<file path="src/rtl/div_pkg.sv">
// Shared definitions for the restoring divider: FSM state encoding and
// the default operand width.
package div_pkg;

   // Default operand/result width in bits.
   localparam int DIV_WIDTH = 8;

   // Divider control states.
   typedef enum logic [1:0] {
      IDLE = 2'd0,
      WORK = 2'd1,
      DONE = 2'd2
   } state_t;

endpackage

</file>
<file path="src/rtl/div_step.sv">
// One restoring-division iteration: shift {rem,quo} left by one, then do a
// trial subtract of the divisor. This holds the design's only subtractor.
module div_step #(
   parameter int WIDTH = 8
) (
   input  logic [WIDTH-1:0] rem,
   input  logic [WIDTH-1:0] quo,
   input  logic [WIDTH-1:0] divisor,
   output logic [WIDTH-1:0] rem_next,
   output logic [WIDTH-1:0] quo_next
);

   logic [WIDTH:0] shifted;
   logic [WIDTH:0] trial;

   // The shifted remainder needs WIDTH+1 bits. The MSB of the trial
   // difference is then the borrow, which means "negative".
   assign shifted = {rem, quo[WIDTH-1]};
   assign trial   = shifted - {1'b0, divisor};

   // Keep the trial result and set the quotient bit only when the subtract did not borrow.
   always_comb begin
      rem_next = shifted[WIDTH-1:0];
      quo_next = {quo[WIDTH-2:0], 1'b0};
      if (!trial[WIDTH]) begin
         rem_next = trial[WIDTH-1:0];
         quo_next = {quo[WIDTH-2:0], 1'b1};
      end
   end

endmodule

</file>
<file path="src/rtl/div.sv">
// Iterative unsigned restoring divider (IDLE -> WORK -> DONE).
// Optional macro DIV_ZERO_DETECT_EN: with a zero divisor, skip the
// iterations and report dz_o=1.
module div
   import div_pkg::*;
#(
   parameter int WIDTH = DIV_WIDTH
) (
   input  logic             clk,
   input  logic             rst,
   input  logic             start,
   input  logic [WIDTH-1:0] a_in,
   input  logic [WIDTH-1:0] b_in,
   output logic [WIDTH-1:0] q_out,
   output logic [WIDTH-1:0] r_out,
   output logic             busy_o,
   output logic             dz_o
);

   localparam int CW = $clog2(WIDTH) + 1;

   state_t           state, state_next;
   logic [WIDTH-1:0] rem, quo, divisor;
   logic [WIDTH-1:0] rem_next, quo_next;
   logic [CW-1:0]    cnt;
   logic             iter_done;
   logic             dz_flag;

   // After the last iteration, WORK spends one more edge handing off to
   // DONE. This keeps the latency at WIDTH+2 edges.
   assign iter_done = (cnt == CW'(WIDTH));

`ifdef DIV_ZERO_DETECT_EN
   // Remember whether the accepted divisor was zero.
   always_ff @(posedge clk or posedge rst) begin
      if (rst)
         dz_flag <= 1'b0;
      else if (state == IDLE && start)
         dz_flag <= (b_in == '0);
   end
`else
   assign dz_flag = 1'b0;
`endif

   div_step #(.WIDTH(WIDTH)) u_step (
      .rem      (rem),
      .quo      (quo),
      .divisor  (divisor),
      .rem_next (rem_next),
      .quo_next (quo_next)
   );

   // State register.
   always_ff @(posedge clk or posedge rst) begin
      if (rst)
         state <= IDLE;
      else
         state <= state_next;
   end

   // Next-state logic.
   always_comb begin
      state_next = state;
      case (state)
         IDLE: if (start) state_next = WORK;
         WORK: if (iter_done || dz_flag) state_next = DONE;
         DONE: state_next = IDLE;
         default: state_next = IDLE;
      endcase
   end

   // Datapath and output registers. Inputs are sampled only on the accept
   // edge, so later changes to start, a_in or b_in cannot disturb a running
   // operation.
   always_ff @(posedge clk or posedge rst) begin
      if (rst) begin
         rem     <= '0;
         quo     <= '0;
         divisor <= '0;
         cnt     <= '0;
         q_out   <= '0;
         r_out   <= '0;
         busy_o  <= 1'b0;
         dz_o    <= 1'b0;
      end else begin
         case (state)
            IDLE: begin
               if (start) begin
                  quo     <= a_in;
                  divisor <= b_in;
                  rem     <= '0;
                  cnt     <= '0;
                  q_out   <= '0;
                  r_out   <= '0;
                  dz_o    <= 1'b0;
                  busy_o  <= 1'b1;
               end
            end
            WORK: begin
               if (!(iter_done || dz_flag)) begin
                  rem <= rem_next;
                  quo <= quo_next;
                  cnt <= cnt + CW'(1);
               end
            end
            DONE: begin
               busy_o <= 1'b0;
               dz_o   <= dz_flag;
               if (dz_flag) begin
                  // quo still holds the untouched dividend.
                  q_out <= '1;
                  r_out <= quo;
               end else begin
                  q_out <= quo;
                  r_out <= rem;
               end
            end
            default: ;
         endcase
      end
   end

endmodule

</file>
<file path="config.mk">
export PLATFORM = sky130hd
export DESIGN_NAME = div
export DESIGN_NICKNAME = d
export VERILOG_FILES = /design/src/rtl/div_pkg.sv /design/src/rtl/div_step.sv /design/src/rtl/div.sv
export SDC_FILE = /design/constraint.sdc
export NUM_CORES = 1
export LEC_CHECK = 0
export CAP_MARGIN = 20
export CELL_PAD_IN_SITES_DETAIL_PLACEMENT = 0
export CELL_PAD_IN_SITES_GLOBAL_PLACEMENT = 1
export CORE_MARGIN = 3
export CORE_UTILIZATION = 46
export CTS_CLUSTER_DIAMETER = 80
export DETAILED_ROUTE_END_ITERATION = 16
export DONT_BUFFER_PORTS = 1
export PLACE_DENSITY_LB_ADDON = 0.1
export SLEW_MARGIN = 40
export SYNTH_ARGS = -nofsm -noshare
export SYNTH_HDL_FRONTEND = slang
export SYNTH_SLANG_ARGS = --single-unit
</file>
<file path="constraint.sdc">
create_clock -name clk -period 2.7 [get_ports clk]
set_input_delay 0.54 -clock clk [delete_from_list [all_inputs] [get_ports clk]]
set_output_delay 0.54 -clock clk [all_outputs]
set_load 0.01 [all_outputs]
</file>
==> results of run 1 <==
==> power breakdown <==
part / total [W] / switching, W / internal (W)
clock network: 0.000499 / 0.000228 / 0.000272
registers: 0.00124 / 0.000247 / 0.000997
logic: 0.00188 / 0.00100 / 0.000883
total: 0.00363 / 0.00147 / 0.00215
==> repair_timing <==
item                                    in CTS  in global routing
resized for setup                            0                  3
endpoints found under the setup margin       0                  7
hold buffers                                 0                  0
==> worst max-delay path, delay by kind of cell (launching register included) <==
family	cells	cell delay (ns)
buffers and inverters	2	0.24
AO/OA/AOI/OAI	3	0.76
flip-flops	1	0.35
multiplexers	2	0.24
AND/OR/NAND/NOR	1	0.18
adder cells (fa/ha/maj)	2	0.58
==> layout make-up <==
class                      instances  area share (%)
sequential                        47            45.7
clock inverter                     1            1.17
multi-input combinational        180            42.1
clock buffer                       6            2.82
inverter                          14            2.04
tap                               67            3.26
timing repair buffer               9            2.92
==> worst paths after layout <==
path,startpoint,endpoint
min in group clk,b_in[0],divisor[0]
worst max-delay path,quo[7],rem[4]
worst min register to register,quo[7],quo[7]
max in group asynchronous,rst,divisor[7]
worst min-delay path,rst,r_out[2]
worst max register to register,quo[7],rem[4]
==> state kept, by name (all words and copies together) (netlist names) <==
signal	flops
q_out	8
rem	8
cnt	4
r_out	8
state	2
busy_o	1
quo	8
divisor	8
==> stage by stage <==
step | setup WS, ns | cells | utilization [%] | total power (W)
6_report | 0.221 | 324 | 53.1 | 0.00363
5_1_grt | 0.0267 | 324 | 53.1 | 0.00397
4_1_cts | 0.104 | 324 | 52.9 | 0.00362
2_1_floorplan | 0.254 | 253 | - | 0.00270
3_3_place_gp | 0.182 | 317 | 50.7 | 0.00308
3_5_place_dp | 0.130 | 317 | 50.7 | 0.00311
==> cells in the final DEF (no fill, tap or decap), types with 2 or more instances in the layout <==
| master | Yosys | layout |
|---|---|---|
| xnor2_1 | 3 | 3 |
| o21ai_1 | 6 | 6 |
| mux2i_1 | 10 | 10 |
| clkbuf_8 | 0 | 5 |
| nand3_1 | 8 | 8 |
| nand3b_1 | 2 | 2 |
| inv_1 | 14 | 13 |
| xor2_1 | 4 | 4 |
| nand2b_1 | 4 | 4 |
| nor2b_1 | 4 | 3 |
| o21ai_0 | 29 | 29 |
| and2_1 | 2 | 2 |
| nand2_1 | 62 | 62 |
| nor2_1 | 7 | 7 |
| ha_1 | 10 | 10 |
| buf_6 | 1 | 2 |
| o21ai_2 | 3 | 3 |
| dfrtp_1 | 47 | 47 |
| a21oi_1 | 6 | 6 |
| a22oi_1 | 3 | 3 |
| mux2_4 | 2 | 2 |
| buf_4 | 1 | 7 |
==> logic make-up (layout without fill, tap and decap cells) <==
| group | count (synthesis) | in the layout | share of synthesized area [%] |
|---|---|---|---|
| other | 1 | 1 | 0.159 |
| AOI/OAI and AO/OA | 55 | 55 | 13.8 |
| and+or+nand+nor | 94 | 94 | 17.4 |
| xor gates and xnor gates | 7 | 7 | 2.59 |
| buffers and inverters | 26 | 30 | 4.71 |
| adders and majority gates | 11 | 11 | 6.14 |
| muxes | 12 | 12 | 5.50 |
| DFF | 47 | 47 | 49.7 |
==> metal layers <==
layer / vias to the layer above / GRT usage [%] / share of wire, % / wire length [um]
met3: 2 / 4.76 / 4.6 / 217
met5: - / 0 / 0 / 0
met4: 0 / 4.80 / 0.49 / 23
met2: 35 / 24.4 / 42 / 1990
met1: 772 / 25.1 / 53 / 2480
li1: 853 / - / - / -
==> results.yml, run 1 <==
clock_tree:
  clkTransAtPathRegs_ns: 0.08
  cts_tree: "done"
  cts.sinks: 47
  clk_latency_ns: 0.29
  cts_root_buf: "clkbuf_8"
  htreeDepth: 2
  numCtsBuffers: 5
  clockBufferDepth: 2
  cts_setup_buffers: 0
sta:
  drv_slew: 0
  clock.fmax_mhz: 403
  setup_viol: 0
  worstMarginPinSlew_ns: 0.717
  timing.setup.tns_ns: 0
  final-hold-violation-count: 0
  min_period_ns: 2.48
  rsz0062_at_grt: "false"
  whs_ns: 0.143
  finalCritPeriodShare_pct: 91.8
  fin_skew_ns: 0.00280
  slew-limit-headroom_pct: 52.2
grt:
  grt-ovfl-total: 0
  antenna_found_initial: 0
  grt_use_total_pct: 17.0
  grt_pass1_vias: 1608
  grt_max_degree: 35
  grt_pass1_wl_um: 8060
finish:
  multi_input_area_um2: 1080
  finalNetCount: 287
  seq_area_um2: 1180
  final_layout_size_suffix_gt1_share_pct: 9.73
  n_fill_cell: 467
  areaGrowthSynthToFinish_pct: 8.78
  n_antenna_cell: 0
  fin_area_um2: 2570
worst_setup_path:
  path_cells: "inv_1 > ha_1 > fa_2 > nand2b_1 > a211oi_2 > mux2i_1 > a2111o_1 > buf_6 > mux2i_1 > o21ai_1"
  r2r_cells: 10
  critPathMaxStageDelay_ns: 0.45
  cp_slowest_cell: "a2111o_1"
  critical_path_arrival_ns: 2.65
  cp_max_fo: 6
  worstSetupEndpointType: "flip-flop"
  crit_top_cell: "mux2i_1"
  start_kind: "flip-flop"
  required_ns: 2.87
  rrSetupSlack_ns: 0.22
  path_class: "flip-flop to flip-flop"
place:
  placed_cell_area_um2: 2460
  hpwl_um: 3440
  numPortBuffers: 0
  gp_congestion: 0.756
floorplanning:
  die_x_um: 77.7
  die-area_um2: 6040
  fp.coreArea_um2: 4850
  fp-row-count: 25
  start_util_pct: 48.8
  ios: 37
  die_h_um: 77.7
logic_synthesis:
  synth_area_um2: 2360
  synth_edf_count: 0
  yosysMostFrequentCell: "nand2_1"
  synth_nets: 283
  synth.top_cell.area_share_pct: 49.7
  synth_area_leaders: "dfrtp_1 50%, nand2_1 9.8%, o21ai_0 6.1%"
  ys_ff_latch: 47
  synth_ff_type: "dfrtp_1"
  synth_seq_area_share_pct: 49.7
  synthCells: 253
  async_reset_ff_share_pct: 100
  synth_area_leader_cell: "dfrtp_1"
  synth_cell_types: 38
  avgSynthCellArea_um2: 9.35
  synth_commonest_cells: "62 x nand2_1, 47 x dfrtp_1, 29 x o21ai_0"
  yosys_warnings: 0
detailed_routing:
  wl_per_cell_um: 14.5
  drc: 0
  vias: 1662
  firstDrtPassIters: 4
  drt_iter0_markers: 111
  wl_um: 4710
  antenna_left: 0
  vias_per_cell: 5.13
run_status:
  outcome: "finished clean"
pwr:
  leakage_nw: 1.19
  power_density_nw_per_um2: 1410
  peakVddDrop_uv: 591
job:
  maxCapViolCount: 0
min_path:
  hp-class: "primary input to asynchronous set/reset pin"
No activity file was read; power rests on OpenSTA's default activity.
==> run 2, diff against run 1 <==
--- a/config.mk
+++ b/config.mk
@@ -5,7 +5,6 @@
 export SDC_FILE = /design/constraint.sdc
 export NUM_CORES = 1
 export LEC_CHECK = 0
-export CAP_MARGIN = 20
 export CELL_PAD_IN_SITES_DETAIL_PLACEMENT = 0
 export CELL_PAD_IN_SITES_GLOBAL_PLACEMENT = 1
 export CORE_MARGIN = 3
@@ -13,6 +12,7 @@
 export CTS_CLUSTER_DIAMETER = 80
 export DETAILED_ROUTE_END_ITERATION = 16
 export DONT_BUFFER_PORTS = 1
+export HOLD_SLACK_MARGIN = 0.15
 export PLACE_DENSITY_LB_ADDON = 0.1
 export SLEW_MARGIN = 40
 export SYNTH_ARGS = -nofsm -noshare
==> results of run 2 <==
Final layout, timing and power as in run 1 (identical DEF).
==> run 3, diff against run 2 <==
--- a/config.mk
+++ b/config.mk
@@ -10,6 +10,7 @@
 export CORE_MARGIN = 3
 export CORE_UTILIZATION = 46
 export CTS_CLUSTER_DIAMETER = 80
+export CTS_CLUSTER_SIZE = 30
 export DETAILED_ROUTE_END_ITERATION = 16
 export DONT_BUFFER_PORTS = 1
 export HOLD_SLACK_MARGIN = 0.15
==> results of run 3 <==
Final layout, timing and power as in run 1 (identical DEF).
